<file path="config.mk">
export PLATFORM = sky130hd
export DESIGN_NAME = decoder_seq_scan
export DESIGN_NICKNAME = d
export VERILOG_FILES = /design/src/rtl/decoder_seq_scan.sv
export SDC_FILE = /design/constraint.sdc
export NUM_CORES = 1
export LEC_CHECK = 0
export ABC_AREA = 1
export CAP_MARGIN = 20
export CORE_ASPECT_RATIO = 1.2
export CORE_MARGIN = 2
export CORE_UTILIZATION = 51
export CTS_BUF_LIST = sky130_fd_sc_hd__clkbuf_4
export DETAILED_ROUTE_END_ITERATION = 10
export PLACE_DENSITY_LB_ADDON = 0.08
export SYNTH_ARGS = -nofsm -noshare
export SYNTH_HDL_FRONTEND = slang
export SYNTH_SLANG_ARGS = --single-unit
</file>
<file path="constraint.sdc">
create_clock -name clk -period 1.79 [get_ports clk]
set_input_delay 0.4475 -clock clk [delete_from_list [all_inputs] [get_ports clk]]
set_output_delay 0.4475 -clock clk [all_outputs]
set_load 0.02 [all_outputs]
</file>
<file path="src/rtl/decoder_seq_scan.sv">
// Registered binary-to-one-hot decoder with a sequential scan engine that walks
// every output in turn, holding each for SCAN_DWELL enabled cycles.
module decoder_seq_scan #(
  parameter int SEL_W      = 3,
  parameter int SCAN_DWELL = 1
) (
  input  logic                clk,
  input  logic                reset,
  input  logic                en,
  input  logic [SEL_W-1:0]    sel,
  input  logic                start,
  input  logic                abort,
  output logic [2**SEL_W-1:0] out,
  output logic [SEL_W-1:0]    idx,
  output logic                busy,
  output logic                done
);
  localparam int OUT_W = 2**SEL_W;
  localparam int CNT_W = $clog2(SCAN_DWELL + 1);
  localparam logic [CNT_W-1:0] CNT_MAX = CNT_W'(SCAN_DWELL - 1);
  localparam logic [SEL_W-1:0] IDX_MAX = SEL_W'(OUT_W - 1);

  typedef enum logic [1:0] {IDLE, SCAN, DONE} state_t;

  state_t           state, state_nx;
  logic [OUT_W-1:0] out_nx;
  logic [SEL_W-1:0] idx_nx, idx_inc;
  logic [CNT_W-1:0] cnt, cnt_nx;
  logic             busy_nx, done_nx;

  function automatic logic [OUT_W-1:0] onehot(input logic [SEL_W-1:0] i);
    onehot    = '0;
    onehot[i] = 1'b1;
  endfunction

  assign idx_inc = idx + 1'b1;

  always_ff @(posedge clk or posedge reset) begin
    if (reset) begin
      state <= IDLE;
      out   <= '0;
      idx   <= '0;
      cnt   <= '0;
      busy  <= 1'b0;
      done  <= 1'b0;
    end else begin
      state <= state_nx;
      out   <= out_nx;
      idx   <= idx_nx;
      cnt   <= cnt_nx;
      busy  <= busy_nx;
      done  <= done_nx;
    end
  end

  always_comb begin
    state_nx = state;
    out_nx   = out;
    idx_nx   = idx;
    cnt_nx   = cnt;
    busy_nx  = busy;
    done_nx  = 1'b0;
    case (state)
      IDLE: begin
        cnt_nx  = '0;
        busy_nx = 1'b0;
        if (start) begin
          state_nx = SCAN;
          idx_nx   = '0;
          out_nx   = onehot('0);
          busy_nx  = 1'b1;
        end else if (en) begin
          out_nx = onehot(sel);
          idx_nx = sel;
        end else begin
          out_nx = '0;
        end
      end
      SCAN: begin
        if (abort) begin
          state_nx = IDLE;
          out_nx   = '0;
          busy_nx  = 1'b0;
          cnt_nx   = '0;
        end else if (en) begin
          if (cnt != CNT_MAX) begin
            cnt_nx = cnt + 1'b1;
          end else if (idx != IDX_MAX) begin
            idx_nx = idx_inc;
            out_nx = onehot(idx_inc);
            cnt_nx = '0;
          end else begin
            // last output finished its dwell: end the scan with a done pulse
            state_nx = DONE;
            out_nx   = '0;
            busy_nx  = 1'b0;
            done_nx  = 1'b1;
            cnt_nx   = '0;
          end
        end
      end
      DONE: begin
        state_nx = IDLE;
        out_nx   = '0;
        busy_nx  = 1'b0;
        cnt_nx   = '0;
      end
      default: begin
        state_nx = IDLE;
        out_nx   = '0;
        busy_nx  = 1'b0;
        cnt_nx   = '0;
      end
    endcase
  end
endmodule

</file>
==> impl_metrics.yaml, run 1 <==
synthesis:
  synth_cells: 131
  synth-seq-cells: 15
  yosysUniqueCellTypes: 18
  synth_fp_nets: 141
  ys_warn_count: 0
  netlist_area_sq_um: 912
  avgSynthCellArea_sq_um: 6.96
  yosysSeqAreaShare_pct: 41.2
pwr:
  p_per_area_nw_per_um2: 1050
  fin_total_pwr_mw: 1.24
  vdd_drop_max_v: 0.000734
  leakagePower_nw: 0.663
cts:
  clk_path_buf_depth: 2
  clk_pin_slew_ns: 0.08
  htreeDepth: 1
  clk_latency_ns: 0.29
  cts_tree: "done"
  cts_setup_buffers: 0
  clock_sinks: 15
  cts_buffers: 3
  cts_root_buf: "clkbuf_4"
outcome:
  status: "finished clean"
sta:
  timing.fmax_ghz: 0.579
  setup_viol: 0
  slew_headroom_pct: 62.8
  fin_crit_ns: 1.73
  fin_crit_sh_pct: 96.5
  fin_ws_ns: 0.0630
  rsz0062_at_grt: "false"
  tightestPinTransition_ns: 0.558
  fin_skew_ns: 0.00634
  drv_slew: 0
  hold_viol: 0
  totalNegativeSetupSlack_ns: 0
routing:
  drc: 0
  wl_mm: 1.91
  dr.pass1.iters: 4
  vias: 881
  ant_nets: 0
  vias_per_cell: 5.03
  drtIter0Drc: 30
  routedWlPerCell_microns: 10.9
setup_path:
  crit_required_ns: 1.34
  endpoint_kind: "output port"
  cp_top_family: "buffers and inverters"
  r2r_start: "idx[1]"
  r2r_slack_ns: 0.12
  worst-path-buf-inv: 1
  path_class: "flop to output port"
  critPathMaxStageDelay_ns: 0.61
  cp_slowest_cell: "clkdlybuf4s50_1"
  critPathArrivalTime_ns: 1.28
  cp_max_fo: 3
  cp_cell_sequence: "clkdlybuf4s50_1"
  r2r-end: "idx[0]"
  reg2reg_depth: 8
  worstSetupStartpointType: "flop"
global_routing:
  grt_pass1_vias: 795
  grt_overflow: 0
  grt_antenna_before_repair: 0
  grt_start_max_net_pins: 16
  grtUsageTotal_pct: 19.9
  grt_pass1_wl_mm: 3.23
final_layout:
  final_nets: 168
  post-route-util_pct: 70.9
  mostFrequentLayoutCell: "nand2_1"
  areaGrowthSynthToFinish_pct: 29.2
  layout-drive-gt1-share_pct: 9.55
  diodes: 0
  layout_common_cells: "58 x nand2_1, 19 x clkdlybuf4s50_1, 16 x nand3_1, 15 x dfrtp_1, 13 x inv_1"
floorplanning:
  initial_core_util_pct: 54.9
  die_x_microns: 42.6
  num_rows: 16
  die_y_microns: 50.3
  fp.coreArea_sq_um: 1660
  ios: 21
  fp.dieArea_sq_um: 2140
min_path:
  hold_path_depth: 2
  min_path_type: "flop to flop"
  hold_path.startpoint: "out[2]"
  holdPathEnd: "out[2]"
place:
  portBuffers: 20
  dpl.hpwl_mm: 1.48
  gp_congestion: 0.844
  pre_cts_slack_ns: 0.0502
job:
  cap_violations: 0
==> state kept, by name (all words and copies together) (netlist names) <==
signal and count:
out 8, idx 3, state 2, busy 1, done 1
==> routing by layer <==
layer / share of wire, % / global-route usage, %
met5: 0 / 0
met4: 2.1 / 9.38
met3: 3.0 / 2.52
met2: 48 / 34.6
met1: 46 / 24.0
==> power by group <==
group | switching, mW | leakage, nW | internal, mW
registers | 0.0416 | 0.200 | 0.401
clock network | 0.111 | 0.0184 | 0.102
logic | 0.352 | 0.444 | 0.235
total | 0.505 | 0.663 | 0.739
==> timing repair <==
action / 4_1_cts / 5_1_grt
endpoints found under the setup margin: 1 / 0
resized for setup: 1 / 0
hold buffers: 0 / 0
==> synthesized netlist by cell type (all sizes together) <==
| cell type | number | area [sq um] |
|---|---|---|
| nor2 | 14 | 86.3 |
| ha | 2 | 25.0 |
| o21ai | 2 | 10.0 |
| nand2 | 60 | 235 |
| o21bai | 1 | 7.51 |
| a21oi | 2 | 10.0 |
| nand3 | 16 | 80.1 |
| dfrtp | 15 | 375 |
| inv | 16 | 65.1 |
| nor3 | 2 | 10.0 |
| o211ai | 1 | 7.51 |
==> worst max-delay path by stage <==
stage | cells after the start | slack [ns] | to | from
after floorplan | 8 | 0.13 | idx[0] | idx[0]
after global placement | 7 | 0.10 | idx[0] | abort
after detailed placement | 7 | 0.05 | idx[2] | abort
after CTS | 1 | 0.05 | idx[2] | idx[2]
after global routing | 8 | 0.006 | idx[2] | idx[1]
final | 1 | 0.06 | idx[1] | idx[1]
==> per-stage QoR <==
| stage | instances | area (sq um) | hold WS, ns |
|---|---|---|---|
| after floorplan | 131 | 912 | 0.349 |
| after global placement | 171 | 1150 | 0.461 |
| after detailed placement | 171 | 1150 | 0.464 |
| after CTS | 175 | 1180 | 0.487 |
| after global routing | 175 | 1180 | 0.509 |
| final | 175 | 1180 | 0.479 |
==> cell type report <==
class	instances	area [sq um]
Tap cell	18	22.5
Inverter	16	65.1
Fill cell	149	483
Clock buffer	4	30.0
Sequential cell	15	375
Multi-Input combinational cell	100	472
Timing Repair Buffer	22	214
==> cell families (layout without fill, tap and decap cells) <==
group	count (synthesis)	in the layout	share of synthesized area, %
simple gates	92	92	45.1
buf+inv	16	42	7.13
flops	15	15	41.2
compound gates	6	6	3.84
fa+ha+maj	2	2	2.74
No activity file was read; power rests on OpenSTA's default activity.
==> run 2: changes to the inputs <==
==> constraint.sdc (replaced) <==
create_clock -name clk -period 1.79 [get_ports clk]
set_input_delay 0.4475 -clock clk [delete_from_list [all_inputs] [get_ports clk]]
set_output_delay 0.4475 -clock clk [all_outputs]
set_load 0.05 [all_outputs]
==> run 2 against run 1 <==
  * Power rose by 12%
  * Final area fell by 0.53%
  * Via count fell by 2.3%
  * Register-to-register slack improved by 0.10 ns
  * First-iteration DRC count fell by 67%
  * Cell count rose by 0.57%
  * Sequential share of layout area rose by 0.28 points
  * Die area did not move
  * Fmax rose by 10%
  * Largest cell class unchanged
==> impl_metrics.yaml, run 2 (synthesized netlist as in run 1, its figures left out) <==
outcome:
  status: "finished clean"
pwr:
  pwr-share-clk_pct: 14.8
  pwr-share-seq_pct: 31.9
  netSwitchingPower_uw: 649
  p_sw_share_pct: 46.5
  p_per_area_nw_per_um2: 1190
  vdd_drop_max_v: 0.000977
  p_comb_share_pct: 53.3
  leakagePower_nw: 0.691
  intPower_uw: 748
setup_path:
  path_class: "flop to flop"
  critPathMaxStageDelay_ns: 0.40
  worstSetupStartpointType: "flop"
  r2r_start: "idx[0]"
  cp_slowest_cell: "dfrtp_2"
  cp_cell_sequence: "ha_1 > ha_1 > inv_1 > nand2_1 > a21oi_2 > nand2_1 > nand2_1 > nand2_1"
  cp_top_family: "adder cells"
  critPathArrivalTime_ns: 1.75
  reg2reg_depth: 8
  critPathMostFrequentCell: "nand2_1"
  r2r_slack_ns: 0.22
  crit_required_ns: 1.97
  worst-path-buf-inv: 1
  endpoint_kind: "flop"
  cp_max_fo: 4
  r2r-end: "idx[0]"
final_layout:
  diodes: 0
  reg_top3: "out: 8 flops, idx: 3 flops, state: 2 flops"
  largest_register_ffs: 8
  areaGrowthSynthToFinish_pct: 28.5
  largest_register: "out"
  final_nets: 169
  layout_common_cells: "58 x nand2_1, 16 x nand3_1, 15 x buf_4, 14 x dfrtp_1, 13 x inv_1"
  mostFrequentLayoutCell: "nand2_1"
  layout-drive-gt1-share_pct: 19.6
global_routing:
  grt_busiest_layer: "met2"
  met3_usage_pct: 2.52
  grtUsageTotal_pct: 22.1
  grt_start_max_net_pins: 16
  grt_pass1_vias: 857
  grt_antenna_before_repair: 0
  grt_overflow: 0
  gr-usage-met1_pct: 27.3
  grt_pass1_wl_mm: 3.59
  gr-usage-met2_pct: 37.7
cts:
  cts_buffers: 3
  clk_latency_ns: 0.29
  cts_root_buf: "clkbuf_4"
  clk_pin_slew_ns: 0.08
  clk_path_buf_depth: 2
  cts_tree: "done"
  cts_setup_buffers: 0
  htreeDepth: 1
  clock_sinks: 15
sta:
  rsz0062_at_grt: "false"
  fin_crit_sh_pct: 87.5
  fin_skew_ns: 0.00400
  totalNegativeSetupSlack_ns: 0
  fin_crit_ns: 1.57
  timing.fmax_ghz: 0.638
  tightestPinTransition_ns: 0.299
  slew_headroom_pct: 80.0
  drv_slew: 0
  hold_viol: 0
  whs_ns: 0.454
  setup_viol: 0
routing:
  vias: 861
  ant_nets: 0
  dr.pass1.iters: 4
  routedWlPerCell_microns: 11.2
  drtIter0Drc: 10
  vias_per_cell: 4.89
  wl_mm: 1.98
  drc: 0
place:
  dpl.hpwl_mm: 1.57
  portBuffers: 20
  gp_congestion: 0.866
job:
  cap_violations: 0
floorplanning:
  num_rows: 16
  initial_core_util_pct: 54.9
  ios: 21
  fp.coreArea_sq_um: 1660
  fp.dieArea_sq_um: 2140
  die_x_microns: 42.6
  die_y_microns: 50.3
min_path:
  min_path_type: "primary input to async pin"
run 2: cell types whose count changed in the layout (fill, tap and decap cells not counted), sizes merged:
cell	delta
clkdlybuf4s50	-12
dlygate4sd2	-1
buf	+14
run 2: repair_timing:
item,CTS,global route
gates resized for setup,0,1
setup endpoints to repair,0,3
hold buffers,0,0
run 2: worst max path at each step:
stage / slack (ns) / to / from / cells after the start
after floorplan: 0.05 / idx[2] / idx[1] / 8
after global placement: 0.09 / idx[2] / abort / 7
after detailed placement: 0.05 / idx[0] / start / 6
after CTS: 0.14 / idx[0] / idx[0] / 8
after global routing: 0.05 / idx[0] / idx[0] / 8
final: 0.22 / idx[0] / idx[0] / 8
run 2: stage by stage:
stage               util, %  area, sq um  total power [mW]  instances  setup slack [ns]
floorplan                 -          913             0.961        131            0.0463
global placement       68.5         1140              1.19        172            0.0857
detailed placement     68.5         1140              1.19        172            0.0528
CTS                    70.3         1170              1.41        176             0.139
global route           70.6         1170              1.49        176            0.0463
finish                 70.6         1170              1.40        176             0.223
run 2: area by class of cell:
cell class	instances	area (sq um)
Clock buffer	4	30.0
Sequential cell	15	377
Timing Repair Buffer	23	203
Multi-Input combinational cell	100	475
Tap cell	18	22.5
Fill cell	147	489
Inverter	16	65.1
run 2: metal layers:
metal	vias to the layer above	part of all wire (%)
met5	-	0
met4	0	2.3
met3	5	4.5
met2	22	48
met1	372	45
li1	462	-
run 2: power groups by stage:
stage                     registers [mW]  logic [mW]  clock network [mW]
after floorplan                    0.668       0.293                   0
after global placement             0.451       0.736                   0
after detailed placement           0.453       0.741                   0
after CTS                          0.447       0.746               0.218
after global routing               0.455       0.803               0.228
final                              0.446       0.744               0.207
run 2: worst reg2reg max path: cells and delay by family, from the launching register on:
family,cells,cell delay (ns)
adders and majority gates,2,0.41
AOI/OAI and AO/OA,1,0.21
DFF,1,0.40
buffers and inverters,1,0.09
and+or+nand+nor,4,0.36
==> run 3: changes to the inputs <==
--- a/config.mk
+++ b/config.mk
@@ -9,9 +9,9 @@
 export CAP_MARGIN = 20
 export CORE_ASPECT_RATIO = 1.2
 export CORE_MARGIN = 2
-export CORE_UTILIZATION = 51
-export CTS_BUF_LIST = sky130_fd_sc_hd__clkbuf_4
+export CORE_UTILIZATION = 48
 export DETAILED_ROUTE_END_ITERATION = 10
+export HOLD_SLACK_MARGIN = 0.06
 export PLACE_DENSITY_LB_ADDON = 0.08
 export SYNTH_ARGS = -nofsm -noshare
 export SYNTH_HDL_FRONTEND = slang
==> run 3 against run 2 <==
  * Clock power fell by 6%
  * Combinational power barely moved
  * Global-route usage fell by 2.9 points
  * Largest power group unchanged
  * Clock skew fell by 0.0035 ns
  * Clock-buffer cell count did not move
  * Die area rose by 5.7%
==> impl_metrics.yaml, run 3 (synthesized netlist as in run 1, its figures left out) <==
outcome:
  status: "finished clean"
final_layout:
  fin_area_sq_um: 1180
  diodes: 0
  mostFrequentLayoutCell: "nand2_1"
  final_nets: 171
  layout-drive-gt1-share_pct: 20.0
  reg_top3: "out: 8 flops, idx: 3 flops, state: 2 flops"
  largest_register: "out"
  largest_register_ffs: 8
  layout_common_cells: "58 x nand2_1, 17 x buf_4, 16 x nand3_1, 14 x dfrtp_1, 13 x inv_1"
  areaGrowthSynthToFinish_pct: 29.9
sta:
  fin_crit_sh_pct: 89.8
  rsz0062_at_grt: "false"
  setup_viol: 0
  totalNegativeSetupSlack_ns: 0
  slew_headroom_pct: 78.5
  timing.fmax_ghz: 0.622
  tightestPinTransition_ns: 0.321
  hold_viol: 0
  fin_crit_ns: 1.61
  fin_skew_ns: 0.000480
  drv_slew: 0
pwr:
  leakagePower_nw: 0.697
  p_per_area_nw_per_um2: 1170
  vdd_drop_max_v: 0.00103
routing:
  vias: 874
  drtIter0Drc: 12
  routedWlPerCell_microns: 10.6
  wl_mm: 1.89
  ant_nets: 0
  drc: 0
  vias_per_cell: 4.88
  dr.pass1.iters: 4
floorplanning:
  ios: 21
  initial_core_util_pct: 50.4
  die_y_microns: 51.8
  die_x_microns: 43.8
  fp.dieArea_sq_um: 2270
  num_rows: 17
  fp.coreArea_sq_um: 1810
global_routing:
  grt_pass1_wl_mm: 3.25
  grt_start_max_net_pins: 16
  grtUsageTotal_pct: 19.2
  grt_antenna_before_repair: 0
  grt_pass1_vias: 782
  grt_overflow: 0
job:
  cap_violations: 0
cts:
  cts_root_buf: "clkbuf_4"
  clk_latency_ns: 0.28
  clock_sinks: 15
  clk_pin_slew_ns: 0.09
  cts_hold_buf: 0
  cts_tree: "done"
  clk_path_buf_depth: 2
  cts_buffers: 3
  htreeDepth: 1
  cts_setup_buffers: 0
setup_path:
  critPathArrivalTime_ns: 1.79
  crit_required_ns: 1.97
  path_class: "flop to flop"
  endpoint_kind: "flop"
  worstSetupStartpointType: "flop"
  cp_max_fo: 4
min_path:
  min_path_type: "primary input to async pin"
place:
  dpl_cell_area_sq_um: 1150
  portBuffers: 20
  gp_congestion: 0.887
  dpl.hpwl_mm: 1.49
## run 3: cell types whose count changed in the layout (fill, tap and decap cells not counted), sizes merged
cell  change
buf       +2
## run 3: repair_timing
item / in CTS / in global routing
resized for setup: 0 / 1
hold endpoints to repair: 0 / 0
endpoints found under the setup margin: 0 / 1
## run 3: final timing paths
| path | from | endpoint | slack, ns | cells past startpoint |
|---|---|---|---|---|
| min | reset | out[4] | 0.45 | 3 |
| min in group clk | out[6] | out[6] | 0.48 | 2 |
| max reg2reg | idx[0] | idx[1] | 0.18 | 8 |
| max in group asynchronous | reset | idx[0] | 1.14 | 3 |
| max | idx[0] | idx[1] | 0.18 | 8 |
| min reg2reg | out[6] | out[6] | 0.48 | 2 |
## run 3: cell type report
class                           count  area, sq um
Sequential cell                    15          377
Clock buffer                        4         26.3
Multi-Input combinational cell    100          475
Timing Repair Buffer               25          218
Inverter                           16         65.1
Tap cell                           19         23.8
Fill cell                         175          623
## run 3: per-layer routing
layer  share of wire [%]  track usage, %  vias up
met3                 4.9            2.08        7
met2                  47            31.6       26
met4                 3.0            11.1        0
met5                   0               0        -
li1                    -               -      466
met1                  45            24.0      375
## run 3: power breakdown
part           switching, mW  leakage [nW]  internal [mW]
Sequential            0.0433         0.199          0.403
Clock                  0.109        0.0150         0.0866
Combinational          0.496         0.483          0.245
## run 3: through the flow
step           util [%]  setup WS [ns]  power, mW  std cells  hold slack (ns)
3_5_place_dp       63.9          0.103       1.19        175            0.467
4_1_cts            65.3          0.117       1.39        179            0.455
5_1_grt            65.5         0.0711       1.48        179            0.495
6_report           65.5          0.182       1.38        179            0.454
2_1_floorplan         -         0.0463      0.961        131            0.349
3_3_place_gp       63.9          0.152       1.19        175            0.463
## run 3: critical path: stages, from the launching register on
cell and delay, ns:
dfrtp_2 0.41, ha_1 0.20, ha_1 0.21, inv_1 0.10, nand2_1 0.12, a21oi_2 0.22, nand2_1 0.12, nand2_1 0.08
nand2_1 0.05
